--- src/rtl/serializer_pkg.sv ---
// Shared types and helpers for the serializer/deserializer pair.
package serializer_pkg;

    typedef enum logic [1:0] {IDLE, SHIFT, DONE} ser_state_t;

    // Bit-index counter width for a WIDTH-bit frame.
    function automatic int cnt_w(input int width);
        return $clog2(width);
    endfunction

endpackage

--- src/rtl/piso_serializer_if.sv ---
// Load handshake plus serial-side signals of the PISO transmitter.
interface piso_serializer_if #(
    parameter int WIDTH = 8
);
    logic [WIDTH-1:0] data_in;
    logic             load_valid;
    logic             load_ready;
    logic             en;
    logic             q;
    logic             q_valid;
    logic             frame_done;
    logic             busy;

    modport master (
        output data_in, load_valid, en,
        input  load_ready, q, q_valid, frame_done, busy
    );

    modport slave (
        input  data_in, load_valid, en,
        output load_ready, q, q_valid, frame_done, busy
    );
endinterface

--- src/rtl/piso_serializer_bit_counter.sv ---
// Up-counter with enable, synchronous clear and terminal-count flag at WIDTH-1.
module bit_counter #(
    parameter int WIDTH = 8,
    parameter int CW    = 3
) (
    input  logic          clk,
    input  logic          rst_n,
    input  logic          clr,
    input  logic          inc,
    output logic [CW-1:0] cnt,
    output logic          tc
);

    assign tc = (cnt == CW'(WIDTH - 1));

    // Clear wins over increment; the count saturates at the terminal value.
    always_ff @(posedge clk or negedge rst_n) begin
        if (!rst_n)
            cnt <= '0;
        else if (clr)
            cnt <= '0;
        else if (inc && !tc)
            cnt <= cnt + CW'(1);
    end

endmodule

--- src/rtl/piso_serializer.sv ---
// Parallel-in/serial-out transmitter: one word per load, one bit per en strobe.
module piso_serializer
    import serializer_pkg::*;
#(
    parameter int   WIDTH      = 8,
    parameter bit   LSB_FIRST  = 1'b1,
    parameter logic IDLE_LEVEL = 1'b0
) (
    input  logic               clk,
    input  logic               rst_n,
    piso_serializer_if.slave   s
);

    localparam int CW = cnt_w(WIDTH);

    ser_state_t       state, state_nxt;
    logic [WIDTH-1:0] sr;
    logic [CW-1:0]    cnt;
    logic             tc;
    logic             accept;
    logic             advance;

    // en on the accept edge is deliberately ignored so the first bit is always held.
    assign accept  = (state == IDLE)  && s.load_valid;
    assign advance = (state == SHIFT) && s.en;

    bit_counter #(.WIDTH(WIDTH), .CW(CW)) u_cnt (
        .clk   (clk),
        .rst_n (rst_n),
        .clr   (accept),
        .inc   (advance),
        .cnt   (cnt),
        .tc    (tc)
    );

    // State register.
    always_ff @(posedge clk or negedge rst_n) begin
        if (!rst_n) state <= IDLE;
        else        state <= state_nxt;
    end

    // Next-state logic; DONE always lasts exactly one cycle.
    always_comb begin
        state_nxt = state;
        unique case (state)
            IDLE:    if (s.load_valid)  state_nxt = SHIFT;
            SHIFT:   if (s.en && tc)    state_nxt = DONE;
            DONE:                       state_nxt = IDLE;
            default:                    state_nxt = IDLE;
        endcase
    end

    // Shift register: capture on accept, move the next bit into the head on each strobe.
    always_ff @(posedge clk or negedge rst_n) begin
        if (!rst_n)
            sr <= '0;
        else if (accept)
            sr <= s.data_in;
        else if (advance && !tc)
            sr <= LSB_FIRST ? (sr >> 1) : (sr << 1);
    end

    // Outputs decode registered state only, so reset reaches them without a clock.
    assign s.load_ready = (state == IDLE);
    assign s.q_valid    = (state == SHIFT);
    assign s.frame_done = (state == DONE);
    assign s.busy       = (state == SHIFT) || (state == DONE);
    assign s.q          = (state == SHIFT) ? (LSB_FIRST ? sr[0] : sr[WIDTH-1]) : IDLE_LEVEL;

endmodule

--- src/flat_wrapper.sv ---
// flat-port wrapper written by rule: the top's interface ports become plain ports
module piso_serializer_flat import serializer_pkg::*;
#(
    parameter int   WIDTH      = 8,
    parameter bit   LSB_FIRST  = 1'b1,
    parameter logic IDLE_LEVEL = 1'b0
)
  (clk, rst_n, s_data_in, s_load_valid, s_en, s_load_ready, s_q, s_q_valid, s_frame_done, s_busy);
  piso_serializer_if #(.WIDTH(WIDTH)) s_i ();
  input  logic clk;
  input  logic rst_n;
  input wire logic [$bits(s_i.data_in)-1:0] s_data_in;
  input wire logic [$bits(s_i.load_valid)-1:0] s_load_valid;
  input wire logic [$bits(s_i.en)-1:0] s_en;
  output wire logic [$bits(s_i.load_ready)-1:0] s_load_ready;
  output wire logic [$bits(s_i.q)-1:0] s_q;
  output wire logic [$bits(s_i.q_valid)-1:0] s_q_valid;
  output wire logic [$bits(s_i.frame_done)-1:0] s_frame_done;
  output wire logic [$bits(s_i.busy)-1:0] s_busy;
  assign s_i.data_in = s_data_in;
  assign s_i.load_valid = s_load_valid;
  assign s_i.en = s_en;
  assign s_load_ready = s_i.load_ready;
  assign s_q = s_i.q;
  assign s_q_valid = s_i.q_valid;
  assign s_frame_done = s_i.frame_done;
  assign s_busy = s_i.busy;
  piso_serializer #(.WIDTH(WIDTH), .LSB_FIRST(LSB_FIRST), .IDLE_LEVEL(IDLE_LEVEL)) u_core (.clk(clk), .rst_n(rst_n), .s(s_i));
endmodule
--- config.mk ---
export PLATFORM = sky130hd
export DESIGN_NAME = piso_serializer_flat
export DESIGN_NICKNAME = d
export VERILOG_FILES = /design/src/rtl/serializer_pkg.sv /design/src/rtl/piso_serializer_if.sv /design/src/rtl/piso_serializer_bit_counter.sv /design/src/rtl/piso_serializer.sv /design/src/flat_wrapper.sv
export SDC_FILE = /design/constraint.sdc
export NUM_CORES = 1
export LEC_CHECK = 0
export ABC_AREA = 1
export BUFFER_PORTS_ARGS = -buffer_cell sky130_fd_sc_hd__buf_2
export CAP_MARGIN = 20
export CORE_MARGIN = 4
export CORE_UTILIZATION = 52
export CTS_CLUSTER_SIZE = 30
export DETAILED_ROUTE_END_ITERATION = 10
export PLACE_DENSITY_LB_ADDON = 0.12
export SYNTH_ARGS = -nofsm -noshare
export SYNTH_HDL_FRONTEND = slang
export SYNTH_HIERARCHICAL = 1
export SYNTH_SLANG_ARGS = --single-unit
export TNS_END_PERCENT = 1
--- constraint.sdc ---
create_clock -name clk -period 1.6 [get_ports clk]
set_clock_uncertainty 0.05 [all_clocks]
set_input_delay 0.48 -clock clk [delete_from_list [all_inputs] [get_ports clk]]
set_output_delay 0.48 -clock clk [all_outputs]
set_load 0.02 [all_outputs]
Word level (Yosys, flattened, before mapping)
Index checks and enable logic that the tools add are counted.
{"block": "classes", "addsub": 1, "eq_ne": 5, "n_reduce_logical": 9, "muxes": 8}
{"operator": "two-way mux 8 bit", "n": 2}
{"operator": "two-way mux 3 bit", "n": 2}
{"operator": "logical AND 1 bit", "n": 4}
{"operator": "two-way mux 2 bit", "n": 2}
{"operator": "one-hot mux 2 bit (2 select lines)", "n": 1}
{"operator": "adder 3 x 1 -> 3 bit (second input constant)", "n": 1}
{"operator": "equality test 3 bit (second input constant)", "n": 1}
{"operator": "equality test 2 x 1 -> 1 bit (second input constant)", "n": 1}
{"operator": "equality test 2 bit (second input constant)", "n": 1}
{"operator": "zero test 2 bit", "n": 1}
{"operator": "inequality test 2 x 1 -> 1 bit (second input constant)", "n": 1}
{"operator": "inequality test 2 bit (second input constant)", "n": 1}
{"operator": "AND reduction 2 bit", "n": 1}
{"operator": "nonzero test 2 bit", "n": 1}
{"operator": "zero test 1 bit", "n": 1}
{"operator": "logical OR 1 bit", "n": 1}
{"operator": "two-way mux 1 bit", "n": 1}
{"block": "totals", "reg_bits": 13, "in_bits": 12, "out_inout_bits": 5, "word_cells": 26}

Depth between registers and ports, before layout
Gate-level depths: netlist of run 1.
{"block": "depth", "ltp_word": 5, "depth_mapped": 9, "mapped_depth_nobuf": 8}

Hierarchy
Netlist of run 1, hierarchy kept.
{"mod": "piso_serializer", "cells_each": 85, "area_each_um2": 646.9, "n_inst": 1, "seq_area_each_um2": 250.2}
{"mod": "bit_counter", "cells_each": 20, "area_each_um2": 175.2, "n_inst": 1, "seq_area_each_um2": 75.1}

Least setup slack after synthesis of run 1
Ideal clock, no wire load.
{"block": "synth_timing", "path_type": "register to output", "startpoint": "reg u_core.state[1]", "endpoint": "out s_q", "stages_incl_launch_ff": 5, "path_slack_ps": 19, "n_path_buf": 0, "arrival_ps": 1051, "t_required_ps": 1070, "path_cell_list": "dfrtp_1 > inv_1 > ha_1 > nand2_1 > inv_1"}
{"block": "synth_via", "elab_chain_cells": 2}
{"element": "start, declared", "line_no": "piso_serializer.sv:16", "source": "ser_state_t state, state_nxt;"}
{"element": "start signal, assigned", "line_no": "piso_serializer.sv:39", "source": "else state <= state_nxt;"}
{"element": "equality test 2 x 1 -> 1 bit"}
{"element": "net s_q_valid", "line_no": "flat_wrapper.sv:17", "source": "output wire logic [$bits(s_i.q_valid)-1:0] s_q_valid;"}
{"element": "two-way mux 1 bit", "line_no": "piso_serializer.sv:68", "source": "assign s.q = (state == SHIFT) ? (LSB_FIRST ? sr[0] : sr[WIDTH-1]) : IDLE_LEVEL;"}
{"element": "end, declared", "line_no": "flat_wrapper.sv:16", "source": "output wire logic [$bits(s_i.q)-1:0] s_q;"}
The timed path passes the listed nets, and every way through them passes these cells.

Worst setup path after layout of run 1
{"block": "layout_timing", "startpoint": "reg u_core.state[0]", "endpoint": "out s_busy"}
{"block": "layout_via", "elab_chain_cells": 2, "word_cells_on_any_way": 3, "cone_classes": "eq/ne (2); reduce/logical (1)"}
{"element": "equality test 2 x 1 -> 1 bit / equality test 2 bit (equally long branches)", "line_no": "piso_serializer.sv:67", "source": "assign s.busy = (state == SHIFT) || (state == DONE);"}
{"element": "logical OR 1 bit *", "line_no": "piso_serializer.sv:67"}
{"element": "end, declared", "line_no": "flat_wrapper.sv:19", "source": "output wire logic [$bits(s_i.busy)-1:0] s_busy;"}
Mark *: on every way between the ends. The rest lies on a longest branch, timed or not.

==> impl_metrics.py, run 1 <==
metrics = {
    "clock_network": {
        "cts_tree": "yes",
        "cts-root-buf": "clkbuf_4",
        "cts_max_path_buffers": 2,
        "cts-hold-fix-buffers": 0,
        "cts_inserted_buffers": 3,
        "htree_num_levels": 1,
        "clkTransAtPathRegs_ps": 80,
        "cts.sinks": 13,
        "worstSkewPairLatency_ps": 280,
    },
    "timing": {
        "rsz0062_at_grt": "yes",
        "fmax_mhz": 590,
        "finalWorstSetupSlack_ps": -93.9,
        "slew_headroom": 0.796,
        "finalHoldViolCount": 0,
        "slew_violations": 0,
        "fin_crit_ps": 1690,
        "finalCritPeriodShare": 1.06,
        "setup_viol": 5,
        "worst_pin_slew_ps": 306,
    },
    "floorplan": {
        "dieArea_um2": 2280,
        "die_h_um": 47.8,
        "start_util": 0.546,
        "ios": 17,
        "rows": 14,
        "core_um2": 1510,
        "die_width_um": 47.8,
    },
    "power_and_ir_drop": {
        "leakage_nw": 0.592,
        "ir_worst_vdd_mv": 0.855,
        "power_density_nw_per_um2": 1770,
    },
    "drt": {
        "wl_met1_um": 767,
        "drt-initial-drc-count": 24,
        "via_count": 741,
        "wl_per_cell_um": 11.5,
        "drt-total-wl_um": 1690,
        "routed_via_density": 5.08,
        "dr_wl_met2_um": 780,
        "final_antenna_net_count": 0,
        "wl_met3_um": 95,
        "remaining_drc_errors": 0,
        "first_pass_iters": 4,
        "routed.top_layer": "met4",
    },
    "yosys": {
        "synth_mux_area_frac": 0,
        "synth_xor_area_frac": 0,
        "ys_types": 12,
        "synth_compound_area_frac": 0,
        "synth_fp_nets": 124,
        "syn_inst": 105,
        "yosys.area_share.simple": 0.405,
        "seq_area_frac_synth": 0.396,
        "synth_adder_area_share": 0.107,
        "synth_area_um2": 822,
        "yosysWarnings": 6,
        "avgSynthCellArea_um2": 7.83,
        "synth_top_area_frac": 0.396,
        "synth_top_family_by_area": "simple AND/OR/NAND/NOR gates",
        "yosys_register_bits": 13,
        "yosysTopAreaCell": "dfrtp_1",
        "synth.area.top_cells": "dfrtp_1, nand2_1, nand3_1",
    },
    "outcome": {
        "failed_checks": "setup timing",
        "outcome": "finished with violations",
    },
    "worst_setup_path": {
        "slowest_delay_ps": 440,
        "worstReg2RegStart": "u_core/state[0]",
        "end_kind": "output pin",
        "worst-r2r-cell-count": 8,
        "crit_chain": "inv_2 -> ha_4 -> buf_6",
        "startpoint_type": "register",
        "r2r_slack_ps": 120,
        "crit_type": "reg -> out",
        "critPathRequiredTime_ps": 1070,
        "slowest_stage": "dfrtp_2",
        "reg2reg_to": "u_core/u_cnt/cnt[0]",
        "cp_max_fo": 3,
        "worstPathArrival_ps": 1160,
    },
    "finish": {
        "layout_common_cells": "nand2_1, nand3_1, buf_2, dfrtp_1, buf_4",
        "fin_nets": 150,
        "final_cells": 146,
        "diodes": 0,
        "final_cell_area_um2": 1030,
        "drive_gt1_frac": 0.331,
        "final_common_cell": "nand2_1",
        "area_growth_syn_to_layout_pct": 25.3,
    },
    "placed_design": {
        "portBuffers": 16,
        "place_area_um2": 911,
        "place_congestion": 0.692,
        "dp.cells": 137,
        "dp_hpwl_um": 1180,
    },
    "global_routing": {
        "grt_usage": 0.177,
        "antenna_found_initial": 0,
        "grt_max_degree": 18,
        "overflow": 0,
        "grt_pass1_vias": 650,
        "grt_first_pass_wirelength_um": 2760,
    },
    "run": {
        "max_cap_violations": 0,
    },
    "min_path": {
        "min-delay-path-class": "in -> async",
    },
}
## flip-flops by register name, indices dropped and copies added (netlist names)
register / cells
u_core/u_cnt/cnt: 3
u_core/sr: 8
u_core/state: 2
## cell families (layout without fill, tap and decap cells)
logic type	after synthesis	count (layout)
fa+ha+maj	7	7
buf+inv	14	39
flops	13	13
simple gates	71	71
## Yosys cell counts
| library cell | count |
|---|---|
| nor2_4 | 1 |
| clkinv_2 | 1 |
| nand2_8 | 1 |
| dfrtp_1 | 13 |
| ha_1 | 7 |
| buf_6 | 3 |
| nand3_2 | 1 |
| inv_2 | 2 |
| nand2_2 | 3 |
| nand3_1 | 23 |
| inv_1 | 8 |
| nand2_1 | 42 |
## metrics by stage
stage / util / worst slack [ps] / total power, mW / setup TNS (ps) / hold slack [ps]
after floorplan: - / 18.6 / 1.22 / 0 / 134
after global placement: 0.605 / 110 / 1.36 / 0 / 340
after detailed placement: 0.605 / 93.7 / 1.38 / 0 / 341
after CTS: 0.673 / -100 / 1.79 / -314 / 33.1
after global routing: 0.684 / -165 / 2.00 / -604 / 15.4
final: 0.684 / -93.9 / 1.83 / -278 / 24.4
## routing by layer
layer,global-route usage,vias up
li1,-,383
met1,0.221,328
met2,0.274,25
met3,0.0376,5
met4,0.113,0
met5,0,-
## timing repair
action / 4_1_cts / 5_1_grt
cloned: 0 / 0
pin swaps: 0 / 1
gates resized for setup: 12 / 4
setup endpoints to repair: 5 / 11
buffers inserted: 4 / 1
## final cells by class
type                            instances  area, um^2
Clock buffer                            4        26.3
Fill cell                             130         477
Inverter                               11        42.5
Sequential cell                        13         327
Timing Repair Buffer                   24         161
Multi-Input combinational cell         78         453
Tap cell                               16        20.0
## worst max path at each step
stage | startpoint | to | slack (ps) | depth (start not counted)
2_1_floorplan | u_core/state[1] | s_q | 20 | 4
5_1_grt | u_core/state[1] | s_q | -170 | 5
4_1_cts | u_core/state[0] | s_busy | -100 | 3
3_5_place_dp | u_core/state[1] | s_q | 90 | 5
3_3_place_gp | u_core/state[1] | s_q | 110 | 5
6_report | u_core/state[0] | s_busy | -90 | 3
## report_power, final
part | leakage, nW | switching, mW | total [mW] | internal (mW)
combinational | 0.408 | 0.603 | 1.08 | 0.472
clock | 0.0150 | 0.110 | 0.207 | 0.0968
sequential | 0.168 | 0.0851 | 0.543 | 0.458
## critical path, delay by kind of cell, from the launching register on
family / cells / cell delay, ps
adder cells (fa/ha/maj): 1 / 210
buffers and inverters: 2 / 230
flip-flops: 1 / 440
(Power assumes the default switching activity.)
==> run 2, diff against run 1 <==
--- a/config.mk
+++ b/config.mk
@@ -8,7 +8,6 @@
 export ABC_AREA = 1
 export BUFFER_PORTS_ARGS = -buffer_cell sky130_fd_sc_hd__buf_2
 export CAP_MARGIN = 20
-export CORE_MARGIN = 4
 export CORE_UTILIZATION = 52
 export CTS_CLUSTER_SIZE = 30
 export DETAILED_ROUTE_END_ITERATION = 10
@@ -17,4 +16,4 @@
 export SYNTH_HDL_FRONTEND = slang
 export SYNTH_HIERARCHICAL = 1
 export SYNTH_SLANG_ARGS = --single-unit
-export TNS_END_PERCENT = 1
+export TNS_END_PERCENT = 20
==> impl_metrics.py, run 2 (synthesized netlist as in run 1, its figures left out) <==
metrics = {
    "drt": {
        "drt-total-wl_um": 1710,
        "drt-initial-drc-count": 15,
        "final_antenna_net_count": 0,
        "routed_via_density": 5.11,
        "wl_per_cell_um": 11.6,
        "first_pass_iters": 4,
        "remaining_drc_errors": 0,
        "via_count": 751,
    },
    "outcome": {
        "outcome": "finished with violations",
        "failed_checks": "setup timing",
    },
    "floorplan": {
        "ios": 17,
        "rows": 13,
        "die_h_um": 41.8,
        "die_width_um": 41.8,
        "dieArea_um2": 1740,
        "core_um2": 1380,
        "start_util": 0.595,
    },
    "global_routing": {
        "grt_max_degree": 18,
        "grt_first_pass_wirelength_um": 2820,
        "grt_usage": 0.210,
        "antenna_found_initial": 0,
        "overflow": 0,
        "grt_pass1_vias": 659,
    },
    "worst_setup_path": {
        "startpoint_type": "register",
        "worstPathArrival_ps": 1190,
        "crit_type": "reg -> out",
        "end_kind": "output pin",
        "critPathRequiredTime_ps": 1070,
        "worst-r2r-cell-count": 8,
        "cp_max_fo": 3,
    },
    "finish": {
        "final_common_cell": "nand2_1",
        "largest_reg_flops": 8,
        "fin_nets": 152,
        "regMostFlops": "u_core/sr",
        "final_cells": 147,
        "fillCellCount": 102,
        "area_growth_syn_to_layout_pct": 26.9,
        "drive_gt1_frac": 0.318,
        "largest_registers": "u_core/sr x8, u_core/u_cnt/cnt x3, u_core/state x2",
        "diodes": 0,
        "layout_common_cells": "nand2_1, nand3_1, buf_2, dfrtp_1, buf_4",
    },
    "timing": {
        "timing.setup.tns_ps": -300,
        "finalCritPeriodShare": 1.07,
        "worst_pin_slew_ps": 304,
        "slew_headroom": 0.797,
        "fin_crit_ps": 1720,
        "setup_viol": 4,
        "slew_violations": 0,
        "rsz0062_at_grt": "yes",
        "fmax_mhz": 583,
        "finalHoldViolCount": 0,
        "finalWorstSetupSlack_ps": -116,
    },
    "min_path": {
        "min-delay-path-class": "in -> async",
    },
    "power_and_ir_drop": {
        "power_density_nw_per_um2": 1780,
        "leakage_nw": 0.604,
        "ir_worst_vdd_mv": 0.867,
    },
    "clock_network": {
        "cts-root-buf": "clkbuf_4",
        "htree_num_levels": 1,
        "cts_inserted_buffers": 3,
        "worstSkewPairLatency_ps": 270,
        "cts_tree": "yes",
        "cts_max_path_buffers": 2,
        "cts.sinks": 13,
        "clkTransAtPathRegs_ps": 80,
    },
    "placed_design": {
        "portBuffers": 16,
        "dp.cells": 136,
        "dp_hpwl_um": 1150,
        "place_congestion": 0.759,
    },
    "run": {
        "max_cap_violations": 0,
    },
}
## run 2: area by class of cell
class / count / area [um^2] / area share
well taps: 15 / 18.8 / 0.0180
repair buffers: 26 / 178 / 0.170
multi-input cells: 78 / 453 / 0.434
clock buffers: 4 / 26.3 / 0.0252
flip-flops and latches: 13 / 325 / 0.312
inverters: 11 / 42.5 / 0.0408
## run 2: path summary, 6_finish.rpt
path | from | endpoint | slack, ps
max | u_core/state[0] | s_q | -120
min | rst_n | u_core/sr[7] | 30
max reg2reg | u_core/state[0] | u_core/sr[0] | 80
min reg2reg | u_core/sr[7] | u_core/sr[7] | 460
max in group asynchronous | rst_n | u_core/sr[4] | 1240
min in group clk | s_data_in[7] | u_core/sr[7] | 360
## run 2: power by group
group | internal [mW] | switching, mW | leakage [nW]
Combinational | 0.498 | 0.617 | 0.420
Sequential | 0.456 | 0.0782 | 0.169
Clock | 0.0967 | 0.107 | 0.0150
Total | 1.05 | 0.802 | 0.604
## run 2: worst max-delay path: stages (launching register included)
cell and delay [ps]:
dfrtp_1 410, buf_6 140, ha_4 150, nand2_1 50, inv_1 40, buf_6 120
## run 2: per-layer routing
layer  GRT usage  wire [um]  vias to the layer above
li1            -          -                      387
met1       0.260        788                      340
met2       0.331        816                       20
met3      0.0522         71                        4
met4       0.116         31                        0
met5           0          0                        -
## run 2: what timing repair did
item                       CTS  global route
resized for setup            9             4
hold buffers                 0             0
setup endpoints to repair    5             5
pin swaps                    0             1
setup buffers                5             2
## run 2: metrics by stage
step           instance area (um^2)  total power, mW   util  hold slack [ps]  setup slack (ps)
6_report                       1040             1.85  0.755             28.6              -116
2_1_floorplan                   822             1.22      -              134              18.6
3_3_place_gp                    910             1.36  0.658              335               106
4_1_cts                        1010             1.76  0.734             37.5             -98.8
5_1_grt                        1040             1.99  0.755             45.7              -150
3_5_place_dp                    910             1.38  0.658              337              85.6
==> run 3, diff against run 2 <==
--- a/config.mk
+++ b/config.mk
@@ -12,6 +12,7 @@
 export CTS_CLUSTER_SIZE = 30
 export DETAILED_ROUTE_END_ITERATION = 10
 export PLACE_DENSITY_LB_ADDON = 0.12
+export RECOVER_POWER = 50
 export SYNTH_ARGS = -nofsm -noshare
 export SYNTH_HDL_FRONTEND = slang
 export SYNTH_HIERARCHICAL = 1
==> impl_metrics.py, run 3 (synthesized netlist as in run 1, its figures left out) <==
metrics = {
    "drt": {
        "first_pass_iters": 4,
        "final_antenna_net_count": 0,
        "drt-initial-drc-count": 15,
        "routed_via_density": 5.14,
        "drt-total-wl_um": 1700,
        "via_count": 755,
        "remaining_drc_errors": 0,
        "wl_per_cell_um": 11.6,
    },
    "power_and_ir_drop": {
        "switching_share": 0.433,
        "ir_worst_vdd_mv": 0.868,
        "p_comb_frac": 0.602,
        "power_switching_uw": 803,
        "p_seq_frac": 0.288,
        "power_density_nw_per_um2": 1780,
        "leakage_nw": 0.602,
        "clockPowerShare": 0.110,
        "p_int_mw": 1.05,
    },
    "worst_setup_path": {
        "worstPathArrival_ps": 1190,
        "startpoint_type": "register",
        "end_kind": "output pin",
        "crit_type": "reg -> out",
        "critPathRequiredTime_ps": 1070,
        "cp_max_fo": 3,
    },
    "finish": {
        "regMostFlops": "u_core/sr",
        "final_common_cell": "nand2_1",
        "fin_nets": 152,
        "diodes": 0,
        "fillCellCount": 103,
        "drive_gt1_frac": 0.311,
        "area_growth_syn_to_layout_pct": 26.8,
        "largest_reg_flops": 8,
        "layout_common_cells": "nand2_1, nand3_1, dfrtp_1, buf_2, buf_4",
        "final_cell_area_um2": 1040,
        "largest_registers": "u_core/sr x8, u_core/u_cnt/cnt x3, u_core/state x2",
    },
    "timing": {
        "setup_viol": 4,
        "timing.setup.tns_ps": -305,
        "fin_crit_ps": 1720,
        "finalHoldViolCount": 0,
        "finalWorstSetupSlack_ps": -117,
        "finalCritPeriodShare": 1.07,
        "slew_headroom": 0.523,
        "rsz0062_at_grt": "yes",
        "slew_violations": 0,
        "worst_pin_slew_ps": 716,
        "fmax_mhz": 582,
        "whs_ps": 172,
    },
    "outcome": {
        "failed_checks": "setup timing",
        "outcome": "finished with violations",
    },
    "clock_network": {
        "cts-root-buf": "clkbuf_4",
        "cts.sinks": 13,
        "cts-hold-fix-buffers": 0,
        "clkTransAtPathRegs_ps": 80,
        "worstSkewPairLatency_ps": 280,
        "htree_num_levels": 1,
        "cts_max_path_buffers": 2,
        "cts_tree": "yes",
        "cts_inserted_buffers": 3,
    },
    "global_routing": {
        "grt_usage": 0.210,
        "grt_first_pass_wirelength_um": 2820,
        "grt_max_degree": 18,
        "grt_use_met2": 0.331,
        "antenna_found_initial": 0,
        "use_met1": 0.260,
        "overflow": 0,
        "gr-usage-met3": 0.0522,
        "grt_busiest_layer": "met2",
        "grt_pass1_vias": 659,
    },
    "run": {
        "max_cap_violations": 0,
    },
    "placed_design": {
        "portBuffers": 16,
        "place_congestion": 0.759,
        "place_area_um2": 910,
        "dp_hpwl_um": 1150,
    },
    "floorplan": {
        "dieArea_um2": 1740,
        "start_util": 0.595,
        "core_um2": 1380,
        "die_h_um": 41.8,
        "die_width_um": 41.8,
        "rows": 13,
        "ios": 17,
    },
    "min_path": {
        "min-delay-path-class": "in -> async",
    },
}
## run 3: final timing paths
| path | startpoint | end | slack, ps | cells after the start |
|---|---|---|---|---|
| setup / recovery | u_core/state[0] | s_q | -120 | 5 |
| hold / removal | rst_n | u_core/u_cnt/cnt[0] | 170 | 1 |
| setup reg to reg | u_core/state[0] | u_core/sr[0] | 80 | 8 |
| hold reg to reg | u_core/sr[7] | u_core/sr[7] | 460 | 2 |
| max in group asynchronous | rst_n | u_core/sr[7] | 880 | 1 |
| min in group clk | s_data_in[7] | u_core/sr[7] | 360 | 3 |
## run 3: metal layers
metal	vias up	part of all wire
met5	-	0
met4	0	0.018
met3	4	0.058
met2	26	0.47
met1	338	0.45
li1	387	-
## run 3: final cells by class
| class | count | area [um^2] | area share |
|---|---|---|---|
| Inverter | 11 | 42.5 | 0.0408 |
| Sequential cell | 13 | 325 | 0.312 |
| Tap cell | 15 | 18.8 | 0.0180 |
| Timing Repair Buffer | 26 | 176 | 0.169 |
| Multi-Input combinational cell | 78 | 453 | 0.435 |
| Clock buffer | 4 | 26.3 | 0.0252 |
## run 3: per-stage QoR
stage               total power, mW  setup WS (ps)  utilization  instances
floorplan                      1.22           18.6            -        105
global placement               1.36            106        0.658        136
detailed placement             1.38           85.6        0.658        136
CTS                            1.76          -98.8        0.734        145
global route                   1.99           -150        0.754        147
finish                         1.85           -117        0.754        147
## run 3: power by group through the flow
stage / Combinational (mW) / Clock (mW) / Sequential, mW
detailed placement: 0.839 / 0 / 0.539
floorplan: 0.694 / 0 / 0.521
global placement: 0.823 / 0 / 0.538
CTS: 1.03 / 0.209 / 0.530
finish: 1.12 / 0.204 / 0.534
global route: 1.22 / 0.223 / 0.545
## run 3: critical path, cell delays in order, from the launching register on
cell	delay, ps
dfrtp_1	410
buf_6	140
ha_4	150
nand2_1	50
inv_1	40
buf_6	120
## run 3: timing repair
action	CTS	global route
buffers inserted	5	2
endpoints found under the setup margin	5	5
pin swaps	0	1
endpoints found under the hold margin	0	0
gates resized for setup	9	4
